<file path="src/rtl/cues_lopen_sched.sv">
// Round-robin LOPEN scheduler: opens one self-timed C-element stage at a time, closes it after drain.
// Define CUES_LOPEN_SCHED_TIMEOUT_EN to bound the drain wait and flag TIMEOUT_ERR.
module cues_lopen_sched #(
  parameter int N_STAGE     = 4,
  parameter int DWELL_W     = 8,
  parameter int SYNC_STAGES = 2,
  parameter int TIMEOUT     = 255
) (
  input  logic                       CLK,
  input  logic                       RESET,
  input  logic [N_STAGE-1:0]         REQ,
  input  logic [DWELL_W-1:0]         DWELL,
  input  logic [N_STAGE-1:0]         SENDOUT_A,
  input  logic [N_STAGE-1:0]         ACKOUT_A,
  output logic [N_STAGE-1:0]         LOPEN,
  output logic [$clog2(N_STAGE)-1:0] GNT_ID,
  output logic                       BUSY,
  output logic                       DONE,
  output logic                       TIMEOUT_ERR
);
  localparam int ID_W  = $clog2(N_STAGE);
  localparam int BLK_W = $clog2(SYNC_STAGES + 1);

  typedef enum logic [1:0] {IDLE, OPEN, HOLD, CLOSE} state_t;

  function automatic logic [DWELL_W-1:0] sat_dwell(input logic [DWELL_W-1:0] d);
    return (d == '0) ? DWELL_W'(1) : d;
  endfunction

  // Lowest offset from ptr+1 wins, so the loop runs from the far end down.
  function automatic logic [ID_W-1:0] rr_pick(input logic [N_STAGE-1:0] req,
                                              input logic [ID_W-1:0]    ptr);
    logic [ID_W-1:0] pick;
    logic [ID_W-1:0] idx;
    pick = ptr;
    for (int i = N_STAGE; i >= 1; i--) begin
      idx = ID_W'((int'(ptr) + i) % N_STAGE);
      if (req[idx]) pick = idx;
    end
    return pick;
  endfunction

  logic [N_STAGE-1:0] snd_p [SYNC_STAGES];
  logic [N_STAGE-1:0] ack_p [SYNC_STAGES];

  always_ff @(posedge CLK) begin
    if (RESET) begin
      for (int k = 0; k < SYNC_STAGES; k++) begin
        snd_p[k] <= '0;
        ack_p[k] <= '0;
      end
    end else begin
      snd_p[0] <= SENDOUT_A;
      ack_p[0] <= ACKOUT_A;
      for (int k = 1; k < SYNC_STAGES; k++) begin
        snd_p[k] <= snd_p[k-1];
        ack_p[k] <= ack_p[k-1];
      end
    end
  end

  state_t             state;
  logic [ID_W-1:0]    rr_ptr;
  logic [ID_W-1:0]    pick;
  logic [DWELL_W-1:0] cnt;
  logic [BLK_W-1:0]   blk;
  logic               qseen;
  logic [N_STAGE-1:0] quiet;
  logic               req_sel;
  logic               quiet_sel;
  logic               drain_ok;
  logic               to_hit;
  logic               enter_close;

  // --- synchronized handshake view ---
  assign quiet       = ~(snd_p[SYNC_STAGES-1] ^ ack_p[SYNC_STAGES-1]);
  assign pick        = rr_pick(REQ, rr_ptr);
  assign req_sel     = REQ[GNT_ID];
  assign quiet_sel   = quiet[GNT_ID];
  assign drain_ok    = (blk == '0) && quiet_sel && qseen;
  assign enter_close = !req_sel && (((state == OPEN) && (cnt == DWELL_W'(1))) || (state == HOLD));

`ifdef CUES_LOPEN_SCHED_TIMEOUT_EN
  localparam int TO_W = $clog2(TIMEOUT + 1);
  logic [TO_W-1:0] to_cnt;
  logic            to_err;

  assign to_hit      = (to_cnt == TO_W'(TIMEOUT - 1));
  assign TIMEOUT_ERR = to_err;

  always_ff @(posedge CLK) begin
    if (state != CLOSE) to_cnt <= '0;
    else                to_cnt <= to_cnt + TO_W'(1);
  end

  always_ff @(posedge CLK) begin
    if (RESET)                                         to_err <= 1'b0;
    else if ((state == CLOSE) && to_hit && !drain_ok)  to_err <= 1'b1;
  end
`else
  // Keeps the timeout parameter referenced when the timeout logic is compiled out.
  logic unused_timeout;
  assign unused_timeout = (TIMEOUT == 0);
  assign to_hit         = 1'b0;
  assign TIMEOUT_ERR    = 1'b0;
`endif

  // --- scheduler FSM ---
  always_ff @(posedge CLK) begin
    if (RESET) begin
      state  <= IDLE;
      LOPEN  <= '0;
      GNT_ID <= '0;
      BUSY   <= 1'b0;
      DONE   <= 1'b0;
      rr_ptr <= ID_W'(N_STAGE - 1);
    end else begin
      DONE <= 1'b0;
      case (state)
        IDLE: begin
          if (|REQ) begin
            LOPEN  <= N_STAGE'(1) << pick;
            GNT_ID <= pick;
            cnt    <= sat_dwell(DWELL);
            BUSY   <= 1'b1;
            state  <= OPEN;
          end
        end
        OPEN: begin
          if (cnt != DWELL_W'(1)) cnt <= cnt - DWELL_W'(1);
          else if (req_sel)       state <= HOLD;
        end
        HOLD: begin
        end
        CLOSE: begin
          // The first SYNC_STAGES cycles are blanked so stale synchronizer contents cannot
          // count as drained; then quiet must be seen on two consecutive cycles.
          if (drain_ok || to_hit) begin
            DONE   <= 1'b1;
            BUSY   <= 1'b0;
            rr_ptr <= GNT_ID;
            state  <= IDLE;
          end else if (blk != '0) begin
            blk <= blk - BLK_W'(1);
          end else begin
            qseen <= quiet_sel;
          end
        end
        default: state <= IDLE;
      endcase
      if (enter_close) begin
        LOPEN <= '0;
        blk   <= BLK_W'(SYNC_STAGES);
        qseen <= 1'b0;
        state <= CLOSE;
      end
    end
  end

endmodule

</file>
<file path="config.mk">
export PLATFORM = sky130hd
export DESIGN_NAME = cues_lopen_sched
export DESIGN_NICKNAME = d
export VERILOG_FILES = /design/src/rtl/cues_lopen_sched.sv
export SDC_FILE = /design/constraint.sdc
export NUM_CORES = 1
export LEC_CHECK = 0
export ABC_AREA = 1
export CORE_ASPECT_RATIO = 0.7
export CORE_MARGIN = 2
export CORE_UTILIZATION = 53
export CTS_CLUSTER_DIAMETER = 100
export DETAILED_ROUTE_END_ITERATION = 7
export GPL_ROUTABILITY_DRIVEN = 1
export MAX_ROUTING_LAYER = met4
export PLACE_DENSITY = 0.79
export RECOVER_POWER = 100
export SLEW_MARGIN = 20
export SYNTH_ARGS = -nofsm -noshare
export SYNTH_HDL_FRONTEND = slang
export SYNTH_SLANG_ARGS = --single-unit
</file>
<file path="constraint.sdc">
create_clock -name CLK -period 2.5 [get_ports CLK]
set_input_delay 0.5 -clock CLK [delete_from_list [all_inputs] [get_ports CLK]]
set_output_delay 0.5 -clock CLK [all_outputs]
set_load 0.03 [all_outputs]
</file>
# Yosys cells after proc, flatten, opt, wreduce, memory -nomap -nowiden
# Memory sizes are Yosys's and may differ from the RTL's.
# Cells that the tools add are included.
dict set report totals {
  reg_bits 23
  ram_bits 16
  inputBits 22
  output_inout_bits 9
  elab_cells 113
  mem_count 2
}
dict set report op_classes {
  addsub 6
  n_lt_le_gt_ge 5
  n_eq_ne 14
  shift 1
  mux 43
  n_bitwise 8
  reduce_logical 25
}
# name depth width read_ports rd_ports_with_merged_regs write_ports line
set mem_list {}
lappend mem_list {ack_p 2 4 2 0 2 44} ;# logic [N_STAGE-1:0] ack_p [SYNC_STAGES];
lappend mem_list {snd_p 2 4 2 0 2 43} ;# logic [N_STAGE-1:0] snd_p [SYNC_STAGES];
# operator n
set ops {}
lappend ops {{two-way mux 2 bit} 12}
lappend ops {{two-way mux 8 bit} 3}
lappend ops {{two-way mux 4 bit} 4}
lappend ops {{one-hot mux 8 bit (2 select lines)} 1}
lappend ops {{< comparator 2 x 3 -> 1 bit (second input constant)} 5}
lappend ops {{two-way mux 1 bit} 15}
lappend ops {{binary-select mux 1 bit (select 2 bit)} 6}
lappend ops {{!= test 3 bit (second input constant)} 4}
lappend ops {{AND reduction 4 bit} 3}
lappend ops {{nonzero test 2 bit} 5}
lappend ops {{equality test 8 x 1 -> 1 bit (second input constant)} 1}
lappend ops {{logical NOT 8 bit} 1}
lappend ops {{!= test 8 x 1 -> 1 bit (second input constant)} 1}
lappend ops {{subtractor 8 x 1 -> 8 bit (second input constant)} 1}
lappend ops {{!= test 2 bit (second input constant)} 3}
lappend ops {{one-hot mux 2 bit (3 select lines)} 1}
lappend ops {{AND reduction 5 bit} 1}
lappend ops {{adder 2 x 1 -> 2 bit (second input constant)} 2}
lappend ops {{adder 2 bit (second input constant)} 2}
lappend ops {{equality test 2 bit (second input constant)} 2}
lappend ops {{logical AND 1 bit} 4}
lappend ops {{logical NOT 2 bit} 2}
lappend ops {{!= test 2 x 1 -> 1 bit (second input constant)} 2}
lappend ops {{NOT 4 bit} 1}
lappend ops {{other kinds (14)} 20}

# Logic depth before layout (Yosys ltp)
# Gate-level depths: netlist of the first run.
# An unclocked memory read counts as a cell.
dict set report depth {
  depth_word 10
  mapped_depth 12
  ltp_nobuf 11
}

# Worst setup path before layout of the first run
# OpenSTA, ideal clock, no wires.
dict set report synth_path {
  path_kind {reg-to-reg}
  startpoint {register GNT_ID[1]}
  endpoint {register blk[0] (enable)}
  setup_time_ns 0.329
  t_arrival_ns 1.505
  required_ns 2.171
  setup_slack_ns 0.666
  stages_incl_launch_ff 8
  n_path_buf 0
  synth_period_minus_slack_ns 1.834
  cell_sequence {dfxtp_1 -> inv_1 -> a21oi_1 -> o21ai_0 -> nand2_1 -> nand2_2 -> a21oi_1 -> a21boi_0}
}
dict set report synth_between {
  elab_chain_cells 6
  elab_cells_between_ends 12
  cone_classes {eq/ne (1); mux (4); reduce/logical (7)}
}
# element line
set synth_lines {}
lappend synth_lines {{start, declared} 16} ;# output logic [$clog2(N_STAGE)-1:0] GNT_ID,
lappend synth_lines {{start signal, assigned} 123} ;# GNT_ID <= pick;
lappend synth_lines {{binary-select mux 1 bit (select 2 bit) (on tied branches)} {79, 78}}
lappend synth_lines {{two-way mux 1 bit (on tied branches)} {79, 78}}
lappend synth_lines {{logical AND 1 bit or logical NOT 1 bit (tied branches)} {80, 81}}
lappend synth_lines {{logical AND 1 bit (on tied branches)} {80, 81}}
lappend synth_lines {{!= test 2 x 1 -> 1 bit (no line) or nonzero test 2 bit (tied branches)} -}
lappend synth_lines {{AND reduction 4 bit (no line) *} -}
lappend synth_lines {{end signal, assigned} 144} ;# blk <= blk - BLK_W'(1);
lappend synth_lines {{end signal, assigned} 153} ;# blk <= BLK_W'(SYNC_STAGES);
lappend synth_lines {{end, declared} 66} ;# logic [BLK_W-1:0] blk;
# Every way passes the cells marked *; elsewhere a longest branch is shown, timed or not. The select of a mux whose other input is x is not followed.
# A chain may end at the register's enable or synchronous reset.

# Final worst setup path of the first run
dict set report layout_path {
  startpoint {register cnt[1]}
  endpoint {register blk[0] (enable)}
}
dict set report layout_between {
  elab_chain_cells 6
  elab_cells_between_ends 8
  cone_classes {eq/ne (2); reduce/logical (6)}
}
# element line
set layout_lines {}
lappend layout_lines {{start, declared} 65} ;# logic [DWELL_W-1:0] cnt;
lappend layout_lines {{start signal, assigned} 124} ;# cnt <= sat_dwell(DWELL);
lappend layout_lines {{start signal, assigned} 130} ;# if (cnt != DWELL_W'(1)) cnt <= cnt - DWELL_W'(1);
lappend layout_lines {{equality test 8 x 1 -> 1 bit *} 81} ;# assign enter_close = !req_sel && (((state == OPEN) && (cnt == DWELL_W'(1))) || (state == HOLD));
lappend layout_lines {{logical AND 1 bit *} 81}
lappend layout_lines {{logical OR 1 bit *} 81}
lappend layout_lines {{logical AND 1 bit *} 81}
lappend layout_lines {{!= test 2 x 1 -> 1 bit (no line) or nonzero test 2 bit (tied branches)} -}
lappend layout_lines {{AND reduction 4 bit (no line) *} -}
# Every way passes the cells marked *; elsewhere a longest branch is shown, timed or not.

==> results by group, run 1 <==
Critical path
  – CP startpoint kind: flip-flop
  – Critical path peak fanout: 9
  – R2R depth: 8
  – Slowest cell on the critical path: edfxtp_1
  – CP dominant cell by count: nand2_1
  – Worst Path Required: 2470 ps
  – CP endpoint kind: flip-flop
  – R2R Path End: blk[0]$_SDFFCE_PP0P_
  – Buffers & Inverters on Critical Path: 1
  – Crit path cell chain: inv_1 > ha_1 > nor3b_2 > nand3_1 > nand2_1 > nand2_1 > a21oi_1 > a21boi_0
  – Max incr delay on CP: 420 ps
  – R2R Path Start: cnt[1]$_DFFE_PP_
  – Delay-heaviest family, CP: simple AND/OR/NAND/NOR gates
  – WP data arrival: 2140 ps
  – Worst setup path class: flip-flop to flip-flop
  – Slack of the worst reg-to-reg path: 340 ps
  – CP Launch Point: cnt[1]$_DFFE_PP_
  – WP depth: 8

Place
  – DPL Wire Length: 3158 um
  – Area of placed instances: 0.002385 mm^2
  – IO Port Bufs: 29
  – Placer congestion estimate: 0.9307

Die
  – Initial Util: 56.84%
  – Die width: 78.30 um
  – Die height: 56.01 um
  – IO Pins: 31
  – Total die area: 0.004386 mm^2
  – Core ar.: 0.003603 mm^2
  – # rows: 18

Global routing
  – Total GRT Usage: 21.32%
  – First-pass GRT wire length: 7079 um
  – Grt ovf: 0
  – Vias in the first global route: 1568
  – Largest net degree at the start of global routing: 17
  – Initial antenna violation count: 0

Synthesis
  – Post-synthesis mux area share: 0%
  – Xor and xnor area share after synthesis: 2.566%
  – Synth cell types: 36
  – Mean post-synth cell area: 7.503 um^2
  – Synth Area in Adders: 4.276%
  – Synth cell count leaders: nand2_1 (53), inv_1 (52), nor2_1 (39)
  – Synth Area in Simple Gates: 26.15%
  – Syn_nets: 302
  – Top cell type's share of synthesized area: 27.37%
  – Ys flop type: dfxtp_1
  – Mapped Cells: 273
  – Yosys top cell by area: dfxtp_1
  – Cell area after synthesis: 0.002048 mm^2
  – Top post-synthesis cells by area: dfxtp_1 (27%), edfxtp_1 (16%), nand2_1 (9.7%)
  – Main combinational cell family by area after synthesis: simple AND/OR/NAND/NOR gates
  – Share of synthesized flip-flops with an asynchronous set or reset: 0%
  – #FFs+latches synth: 39
  – Synthesis Warnings: 0
  – Sequential share of the synthesized area: 43.49%
  – Post-synth EDFFs: 11
  – Top-count cell post-synth: nand2_1
  – Post-synthesis compound-gate area fraction: 11.36%

Final layout
  – Ant. Diodes: 0
  – Layout cells sized above 1: 6.863%
  – Cell area after layout: 0.002467 mm^2
  – Final #Nets: 334
  – Synth-to-layout area growth: 20.46%
  – Final core occ: 68.47%
  – Layout fillers: 334

Power
  – Leak pwr: 1.181 nW
  – P per Cell Area: 880.7 mW/mm^2
  – VDD IR max: 0.4917 mV

Routing
  – DR DRC count: 0
  – Drt first pass iters: 4
  – Vias: 1764
  – Vias per cell: 4.955
  – Wire per inst: 11.75 um
  – Initial DRC count: 145
  – Final WL: 4183 um
  – Antenna-violating nets left: 0

Timing
  – # setup viols final: 0
  – Final worst path period need: 2163 ps
  – Fin Clk Skew: 12.33 ps
  – Tcrit/Tclk final: 86.53%
  – Slew Limit Fails: 0
  – RSZ-0062 raised after global routing: no
  – Smallest hold slack: 402.7 ps
  – Highest clock rate: 462.3 MHz
  – Relative slew slack: 54.54%
  – Worst slew pin tran: 681.8 ps
  – Endpoints failing hold: 0
  – Final TNS setup: 0 ps

Clock network
  – Worst-case clock buffer depth: 2
  – Post-CTS Setup Inserts: 0
  – Reg clk slew, reported paths: 80 ps
  – CTS buffer count: 5
  – CTS sink cnt: 39
  – Number of gates resized after cts: 0
  – Worst-skew pair later-pin latency: 300 ps
  – Root buffer cell: clkbuf_8
  – Hold_buf cts: 0
  – Htree depth: 2
  – TritonCTS clock tree: yes

Hold path
  – Worst Hold Path EP: ack_p[0][7]$_SDFF_PP0_
  – Hold_sp: ack_p[0][3]$_SDFF_PP0_
  – Hold Path Cell Cnt: 2
  – Hold WC Path Type: flip-flop to flip-flop

Run status
  – Status: finished, final reports clean

Flow run
  – Max-cap check violation count: 0
[worst max path at each step]
stage / endpoint / slack [ps]
after global placement: LOPEN[2]$_SDFFE_PP0P_ / 250
final: blk[0]$_SDFFCE_PP0P_ / 340
after floorplan: blk[0]$_SDFFCE_PP0P_ / 670
after global routing: blk[0]$_SDFFCE_PP0P_ / 120
after CTS: blk[0]$_SDFFCE_PP0P_ / 420
after detailed placement: blk[0]$_SDFFCE_PP0P_ / 240
[layout make-up]
cell class | count | area [um^2] | area share [%]
multi-input combinational | 172 | 894.6 | 36.26
sequential | 39 | 890.9 | 36.11
timing repair buffer | 32 | 301.5 | 12.22
inverter | 55 | 206.4 | 8.367
clock buffer | 6 | 93.84 | 3.803
tap | 50 | 62.56 | 2.535
clock inverter | 2 | 17.52 | 0.7099
[logic make-up (layout without fill, tap and decap cells)]
logic type,after synthesis,in the layout
AO/OA/AOI/OAI,34,34
adder cells (fa/ha/maj),7,7
AND/OR/NAND/NOR,124,124
buffers and inverters,62,95
other,1,1
flip-flops,39,39
XOR/XNOR,6,6
[state kept, by name (all words and copies together), names as in the netlist]
name / count
LOPEN: 4
DONE: 1
state: 2
snd_p: 8
blk: 2
ack_p: 8
qseen: 1
rr_ptr: 2
BUSY: 1
cnt: 8
GNT_ID: 2
[stage by stage]
stage | total power (W) | setup WS, ps | cells
global placement | 0.001696 | 254.9 | 348
CTS | 0.002221 | 419.1 | 356
detailed placement | 0.001706 | 242.4 | 348
global route | 0.002318 | 118.6 | 356
floorplan | 0.001457 | 665.6 | 273
finish | 0.002173 | 336.8 | 356
[worst min-delay path, stage by stage (launching register included)]
cell     delay, ps
dfxtp_1        300
inv_1           40
nor2_1          30
[per-layer routing]
layer | share of wire (%) | track usage [%] | vias to the layer above
li1 | - | - | 913
met1 | 51 | 30.19 | 795
met2 | 41 | 29.80 | 50
met3 | 6.7 | 4.870 | 6
met4 | 1.1 | 7.519 | 0
met5 | 0 | - | -
[where the power goes]
group	internal (W)	leakage, nW	switching [W]
combinational	0.000294	0.790	0.000508
clock	0.000262	0.0569	0.000236
sequential	0.000791	0.334	0.0000820
total	0.00135	1.18	0.000826
[cell usage in the layout, fill, tap and decap left out, types with 2 or more instances in the layout]
master           instances
nand2_2                  3
o21ai_0                  8
dlygate4sd3_1           10
o211ai_1                 6
a21boi_0                 2
clkbuf_1                 3
nor2_2                   2
a21oi_1                 10
nor3_1                   2
clkdlybuf4s50_1         19
dfxtp_1                 28
a211oi_1                 2
xor2_1                   4
xnor2_1                  2
o211ai_2                 2
edfxtp_1                11
ha_1                     7
nand2_1                 54
inv_1                   54
clkbuf_8                 5
nor2_1                  39
nand3_1                 17
nand3_2                  2
Power figures use the tool's default switching activity.
==> run 2, diff against run 1 <==
CAP_MARGIN = 20   (was default)
==> results of run 2 <==
No change in the layout: final DEF, timing and power equal those of run 1.
